[src/rtl/agmv_pkg.sv]
// Shared opcodes, FSM states, flag indices, ALU selects and the control word
// for the AGM-V 8-bit multi-cycle core.
package agmv_pkg;

  localparam logic [7:0] OP_NOP = 8'h00;
  localparam logic [7:0] OP_LDI = 8'h01;
  localparam logic [7:0] OP_MOV = 8'h02;
  localparam logic [7:0] OP_ADD = 8'h03;
  localparam logic [7:0] OP_SUB = 8'h04;
  localparam logic [7:0] OP_AND = 8'h05;
  localparam logic [7:0] OP_OR  = 8'h06;
  localparam logic [7:0] OP_XOR = 8'h07;
  localparam logic [7:0] OP_CMP = 8'h08;
  localparam logic [7:0] OP_LD  = 8'h09;
  localparam logic [7:0] OP_ST  = 8'h0A;
  localparam logic [7:0] OP_JMP = 8'h0B;
  localparam logic [7:0] OP_JEQ = 8'h0C;
  localparam logic [7:0] OP_JNE = 8'h0D;
  localparam logic [7:0] OP_JLT = 8'h0E;
  localparam logic [7:0] OP_JGT = 8'h0F;
  localparam logic [7:0] OP_HLT = 8'hFF;

  localparam int FLG_Z  = 0;
  localparam int FLG_C  = 1;
  localparam int FLG_N  = 2;
  localparam int FLG_V  = 3;
  localparam int FLG_LT = 4;
  localparam int FLG_EQ = 5;
  localparam int FLG_GT = 6;

  typedef enum logic [2:0] {
    FETCH_OP = 3'd0,
    FETCH_A  = 3'd1,
    FETCH_B  = 3'd2,
    EXEC     = 3'd3,
    HALT     = 3'd4
  } state_t;

  typedef enum logic [2:0] {
    ALU_ADD  = 3'd0,
    ALU_SUB  = 3'd1,
    ALU_AND  = 3'd2,
    ALU_OR   = 3'd3,
    ALU_XOR  = 3'd4,
    ALU_PASS = 3'd5
  } alu_sel_t;

  typedef enum logic [1:0] {
    WB_ALU = 2'd0,
    WB_IMM = 2'd1,
    WB_RAM = 2'd2
  } wb_sel_t;

  typedef struct packed {
    logic [7:0] opcode;
    logic [7:0] op1;
    logic [7:0] op2;
  } ir_t;

  typedef struct packed {
    logic     pc_inc;
    logic     pc_load;
    logic     mar_load;
    logic     ir_ld_op;
    logic     ir_ld_a;
    logic     ir_ld_b;
    logic     mem_op;     // RAM address from op2 instead of PC
    logic     ram_we;
    logic     reg_we;
    wb_sel_t  wb_sel;
    logic     flg_arith;
    logic     flg_cmp;
    alu_sel_t alu_sel;
  } ctrl_t;

endpackage

[src/rtl/agmv_alu.sv]
// 8-bit ALU: arithmetic/logic result with Z/C/N/V and an unsigned compare.
module agmv_alu
  import agmv_pkg::*;
(
  input  logic [7:0] operand1,
  input  logic [7:0] operand2,
  input  alu_sel_t   alu_sel,
  output logic [7:0] result,
  output logic       z,
  output logic       c,
  output logic       n,
  output logic       v,
  output logic [2:0] compare_result
);

  always_comb begin
    result = '0;
    c      = 1'b0;
    v      = 1'b0;
    case (alu_sel)
      ALU_ADD: begin
        {c, result} = {1'b0, operand1} + {1'b0, operand2};
        v = (operand1[7] == operand2[7]) && (result[7] != operand1[7]);
      end
      ALU_SUB: begin
        // bit 8 of the 9-bit difference is the borrow
        {c, result} = {1'b0, operand1} - {1'b0, operand2};
        v = (operand1[7] != operand2[7]) && (result[7] != operand1[7]);
      end
      ALU_AND:  result = operand1 & operand2;
      ALU_OR:   result = operand1 | operand2;
      ALU_XOR:  result = operand1 ^ operand2;
      ALU_PASS: result = operand2;
      default:  result = '0;
    endcase
    z = (result == 8'h00);
    n = result[7];
    compare_result = {operand1 > operand2, operand1 == operand2, operand1 < operand2};
  end

endmodule

[src/rtl/agmv_processor.sv]
// AGM-V core: 3-byte instructions fetched from a unified 256x8 RAM, executed
// on an 8x8 register file in a 4-cycle FETCH_OP/FETCH_A/FETCH_B/EXEC loop.
module agmv_processor
  import agmv_pkg::*;
(
  input  logic       clk,
  input  logic       rst,
  output logic       halted,
  output logic [7:0] pc
);

  state_t     state, state_nx;
  ctrl_t      ctrl;
  ir_t        ir;
  logic [7:0] mar;
  logic [6:0] flags;
  logic [7:0] ram_addr, ram_rdata, ra_data, rb_data, wb_data;
  logic [7:0] alu_res;
  logic       alu_z, alu_c, alu_n, alu_v;
  logic [2:0] alu_cmp;
  logic       unused_mar;

  assign unused_mar = &{1'b0, mar};
  assign halted     = (state == HALT);
  assign ram_addr   = ctrl.mem_op ? ir.op2 : pc;

  if (1) begin : RandomAcessMemory
    logic [7:0] mem [256];

    assign ram_rdata = mem[ram_addr];

    always_ff @(posedge clk)
      if (ctrl.ram_we) mem[ram_addr] <= ra_data;

    task automatic init_memory(input logic [7:0] addr, input logic [7:0] data);
      mem[addr] <= data;
    endtask
  end

  if (1) begin : registers
    logic [7:0] rf [8];

    // both read ports sample pre-edge values, so ADD A,A sees the old A
    assign ra_data = rf[ir.op1[2:0]];
    assign rb_data = rf[ir.op2[2:0]];

    always_ff @(posedge clk or negedge rst)
      if (!rst) begin
        for (int i = 0; i < 8; i++) rf[i] <= '0;
      end else if (ctrl.reg_we) begin
        rf[ir.op1[2:0]] <= wb_data;
      end

    function automatic logic [7:0] read_memory(input logic [7:0] addr);
      logic [4:0] unused_hi;
      unused_hi = addr[7:3];
      return rf[addr[2:0]];
    endfunction
  end

  agmv_alu u_alu (
    .operand1      (ra_data),
    .operand2      (rb_data),
    .alu_sel       (ctrl.alu_sel),
    .result        (alu_res),
    .z             (alu_z),
    .c             (alu_c),
    .n             (alu_n),
    .v             (alu_v),
    .compare_result(alu_cmp)
  );

  always_comb begin
    case (ctrl.wb_sel)
      WB_IMM:  wb_data = ir.op2;
      WB_RAM:  wb_data = ram_rdata;
      default: wb_data = alu_res;
    endcase
  end

  // control unit: state + IR -> control word and next state
  always_comb begin
    ctrl     = '0;
    state_nx = state;
    case (state)
      FETCH_OP: begin
        ctrl.mar_load = 1'b1;
        ctrl.ir_ld_op = 1'b1;
        ctrl.pc_inc   = 1'b1;
        state_nx      = FETCH_A;
      end
      FETCH_A: begin
        ctrl.ir_ld_a = 1'b1;
        ctrl.pc_inc  = 1'b1;
        state_nx     = FETCH_B;
      end
      FETCH_B: begin
        ctrl.ir_ld_b = 1'b1;
        ctrl.pc_inc  = 1'b1;
        state_nx     = EXEC;
      end
      EXEC: begin
        state_nx = FETCH_OP;
        case (ir.opcode)
          OP_LDI: begin ctrl.reg_we = 1'b1; ctrl.wb_sel = WB_IMM; end
          OP_MOV: begin ctrl.reg_we = 1'b1; ctrl.alu_sel = ALU_PASS; end
          OP_ADD: begin ctrl.reg_we = 1'b1; ctrl.alu_sel = ALU_ADD; ctrl.flg_arith = 1'b1; end
          OP_SUB: begin ctrl.reg_we = 1'b1; ctrl.alu_sel = ALU_SUB; ctrl.flg_arith = 1'b1; end
          OP_AND: begin ctrl.reg_we = 1'b1; ctrl.alu_sel = ALU_AND; ctrl.flg_arith = 1'b1; end
          OP_OR:  begin ctrl.reg_we = 1'b1; ctrl.alu_sel = ALU_OR;  ctrl.flg_arith = 1'b1; end
          OP_XOR: begin ctrl.reg_we = 1'b1; ctrl.alu_sel = ALU_XOR; ctrl.flg_arith = 1'b1; end
          OP_CMP: ctrl.flg_cmp = 1'b1;
          OP_LD:  begin ctrl.reg_we = 1'b1; ctrl.wb_sel = WB_RAM; ctrl.mem_op = 1'b1; end
          OP_ST:  begin ctrl.ram_we = 1'b1; ctrl.mem_op = 1'b1; end
          OP_JMP: ctrl.pc_load = 1'b1;
          OP_JEQ: ctrl.pc_load = flags[FLG_EQ];
          OP_JNE: ctrl.pc_load = !flags[FLG_EQ];
          OP_JLT: ctrl.pc_load = flags[FLG_LT];
          OP_JGT: ctrl.pc_load = flags[FLG_GT];
          OP_HLT: state_nx = HALT;
          default: ;
        endcase
      end
      HALT:    state_nx = HALT;
      default: state_nx = FETCH_OP;
    endcase
  end

  always_ff @(posedge clk or negedge rst)
    if (!rst) begin
      state <= FETCH_OP;
      pc    <= '0;
      mar   <= '0;
      ir    <= '0;
      flags <= '0;
    end else begin
      state <= state_nx;
      if (ctrl.pc_load)     pc <= ir.op1;
      else if (ctrl.pc_inc) pc <= pc + 8'd1;
      if (ctrl.mar_load) mar       <= pc;
      if (ctrl.ir_ld_op) ir.opcode <= ram_rdata;
      if (ctrl.ir_ld_a)  ir.op1    <= ram_rdata;
      if (ctrl.ir_ld_b)  ir.op2    <= ram_rdata;
      if (ctrl.flg_arith) flags[FLG_V:FLG_Z]  <= {alu_v, alu_n, alu_c, alu_z};
      if (ctrl.flg_cmp)   flags[FLG_GT:FLG_LT] <= alu_cmp;
    end

endmodule

[config.mk]
export PLATFORM = sky130hd
export DESIGN_NAME = agmv_processor
export DESIGN_NICKNAME = d
export VERILOG_FILES = /design/src/rtl/agmv_pkg.sv /design/src/rtl/agmv_alu.sv /design/src/rtl/agmv_processor.sv
export SDC_FILE = /design/constraint.sdc
export NUM_CORES = 2
export LEC_CHECK = 0
export ABC_AREA = 1
export CAP_MARGIN = 25
export CORE_UTILIZATION = 40
export DETAILED_ROUTE_END_ITERATION = 8
export GPL_ROUTABILITY_DRIVEN = 1
export PLACE_DENSITY = 0.57
export SYNTH_ARGS = -nofsm -noshare
export SYNTH_HDL_FRONTEND = slang
export SYNTH_SLANG_ARGS = --single-unit
[constraint.sdc]
create_clock -name clk -period 22.7 [get_ports clk]
set_input_delay 4.54 -clock clk [delete_from_list [all_inputs] [get_ports clk]]
set_output_delay 4.54 -clock clk [all_outputs]
set_load 0.05 [all_outputs]
==> reports/results.ini <==
[run_status]
status = complete, no violations

[setup_path]
crit_fanout = 5
path_cells = nor3_1 -> clkdlybuf4s50_1
slowest_delay_ns = 0.98
endpoint_kind = primary output
worstPathRequired_ns = 18.16
path_class = flop to primary output
cp-start-kind = flop
crit_path_top_delay_cell = clkdlybuf4s50_1
arrival_ns = 3.18

[clock_tree]
h-tree-depth = 4
holdBufCountCts = 0
post_cts_resized = 0
cts_setup_buffers = 0
cts_sinks = 2150
cts_buffers = 223
cts_tree = built
path_clk_slew_ns = 0.07
cts-root-buf = clkbuf_16
clock_path_buffers = 3
clk_latency_ns = 0.89

[power_and_ir_drop]
switching_share_pct = 20.1
peakVddDrop_mv = 0.0905
pwr-share-seq_pct = 53.4
p_per_area_nw_per_um2 = 72.6
p_switching_uw = 1610
p_int_uw = 6400
power_frac_comb_pct = 0
p_leak_uw = 0.0542
clockPowerShare_pct = 46.6

[yosys]
ys_warn_count = 0
synthesis.area_sq_um = 99800
yosysMostFrequentCell = nand2_1
synthDistinctLibCells = 48
synth_seq_area_share_pct = 64.2
synthArstFlopShare_pct = 4.74
yosys_most_used_dff = edfxtp_1
synth_commonest_cells = nand2_1 (5234), edfxtp_1 (2048), inv_1 (1908), nor2_1 (658), o21ai_0 (218)
syn_avg_cell_area_sq_um = 8.98
synth_top_family_by_area = simple AND/OR/NAND/NOR gates
synthAdderAreaFrac_pct = 0.379
ys_ff_latch = 2150
synth_edf_count = 2048
synth-simple-area-share_pct = 23.5
synth-compound-area-share_pct = 2.24
yosys.area_share.xor_xnor_pct = 0.114
synth_cells = 11100
synth_top_area_share_pct = 61.6
synth_area_leaders = edfxtp_1 (62%), nand2_1 (20%), inv_1 (7.2%)
synthesis.nets = 11100
yosys.area.top_type = edfxtp_1
yosys-mux-area-fraction_pct = 0.0790

[place]
io_buffers = 10
post-place-ws_ns = 15.40
hpwl_microns = 169000
routabilityCongestion = 0.918
dp_cells = 14100

[sta]
tightestPinTransition_ns = 1.13
rsz0062_at_grt = no
max_freq_mhz = 129
fin_ws_ns = 14.98
hold_viol_final = 0
relSlewSlack_pct = 24.9
period_minus_slack_ns = 7.72
slew_viol_final = 0
setup-violations-final = 0
tns_ns = 0
finClkSkew_ns = 0.0452
fin_crit_sh_pct = 34.0

[floorplan]
top_level_ports = 11
die_area_sq_um = 251000
fp.coreArea_sq_um = 247000
die_w_microns = 501
start_util_pct = 40.4
num_rows = 182
fp.dieH_microns = 501

[routing]
wire_per_inst_microns = 19.9
ant_nets = 0
vias = 70400
viasPerCell = 4.86
drtIter0Drc = 7033
drt_wl_total_microns = 288000
drc_errors = 0
dr.pass1.iters = 8

[cells_and_area]
drive_above_1_share_pct = 4.37
fin_nets = 11000
stdcell_count = 14500
syn2layout_area_growth_pct = 10.6
utilization_pct = 44.7

[global_routing]
grt_pass1_wl_microns = 433000
grt_remaining_overflow = 0
grt_usage_pct = 22.9
grt_max_degree = 201
first_global_vias = 67600
grt_antenna_before_repair = 15

[run]
drv_cap = 0

[min_path]
min_path_type = flop to flop

==> path summary, 6_finish.rpt <==
check | slack (ns) | start | end | cells after the start
worst max-delay path | 14.98 | state[1] | halted | 2
max in group asynchronous | 17.80 | rst | ir[6] | 2
worst min-delay path | 0.48 | registers.rf[46] | registers.rf[46] | 2
worst min register to register | 0.48 | registers.rf[46] | registers.rf[46] | 2
worst max register to register | 15.22 | ir[22] | registers.rf[59] | 28
min in group asynchronous | 3.66 | rst | registers.rf[59] | 1
==> cell usage in the layout, fill, tap and decap left out, drive strengths merged <==
| cell | synthesis | layout |
|---|---|---|
| buf | 295 | 108 |
| o21ai | 302 | 302 |
| nand3 | 86 | 86 |
| o41ai | 2 | 2 |
| nand4 | 5 | 5 |
| a21oi | 41 | 41 |
| clkbuf | 181 | 276 |
| xnor2 | 4 | 4 |
| a21o | 1 | 1 |
| diode | 0 | 7 |
| clkdlybuf4s50 | 0 | 9 |
| o211ai | 2 | 2 |
| xor2 | 9 | 9 |
| bufinv | 0 | 27 |
| nand2 | 5248 | 5248 |
| o2bb2ai | 8 | 8 |
| a31oi | 1 | 1 |
| o21bai | 1 | 1 |
| dfrtp | 102 | 102 |
| a221oi | 15 | 15 |
| nor3 | 17 | 17 |
| or2 | 1 | 1 |
| nor2 | 672 | 672 |
| ha | 27 | 27 |
| fa | 2 | 2 |
| nand3b | 80 | 80 |
| o2111ai | 2 | 2 |
| o31ai | 4 | 4 |
| mux2 | 7 | 7 |
| inv | 1914 | 1921 |
| edfxtp | 2048 | 2048 |
| clkinvlp | 0 | 13 |
| clkinv | 2 | 90 |
| o221ai | 5 | 5 |
| o22ai | 19 | 19 |
| o311ai | 1 | 1 |
| a22o | 2 | 2 |
| a21boi | 1 | 1 |
==> critical path, delay by kind of cell, from the launching register on <==
family	cells	cell delay, ns
DFF	1	0.44
buffers and inverters	1	0.98
and+or+nand+nor	1	0.88
==> registers in the layout, summed over array words and instances, names as in the netlist <==
register / flops
state: 3
registers.rf: 64
RandomAcessMemory.mem: 2048
flags: 3
ir: 24
pc: 8
==> power by group through the flow <==
stage                     registers, uW  logic (uW)  clock network, uW
after CTS                          4280        4.30               3780
after detailed placement           4360        4.29                  0
after global placement             4360        4.15                  0
after floorplan                    4360      0.0359                  0
after global routing               4270        4.71               3920
final                              4280        3.88               3730
==> cell type report <==
type | instances | area (sq um)
Antenna cell | 7 | 17.5
Clock buffer | 276 | 5780
Clock inverter | 135 | 1620
Fill cell | 23800 | 137000
Inverter | 1916 | 7200
Multi-Input combinational cell | 6565 | 26400
Sequential cell | 2150 | 64100
Tap cell | 3312 | 4140
Timing Repair Buffer | 117 | 1080
==> through the flow <==
step	hold WS, ns	cell area [sq um]	power (uW)
floorplan	0.449	99800	4360
global placement	0.468	103000	4360
detailed placement	0.468	103000	4360
CTS	0.487	110000	8060
global route	0.509	110000	8200
finish	0.480	110000	8010
==> layer usage <==
| layer | vias to the layer above | wire length, microns | GRT usage (%) |
|---|---|---|---|
| met5 | - | 20 | 0 |
| met4 | 2 | 9000 | 7.56 |
| met3 | 448 | 21200 | 3.49 |
| met2 | 2457 | 131000 | 36.4 |
| met1 | 33700 | 127000 | 31.9 |
| li1 | 33800 | - | - |
==> cell families (layout without fill, tap and decap cells) <==
logic type / after synthesis / count (layout)
and+or+nand+nor: 6109 / 6109
adders and majority gates: 29 / 29
other: 0 / 7
AOI/OAI and AO/OA: 407 / 407
xor gates and xnor gates: 13 / 13
DFF: 2150 / 2150
buffers and inverters: 2392 / 2444
muxes: 7 / 7
(Power assumes the default switching activity.)
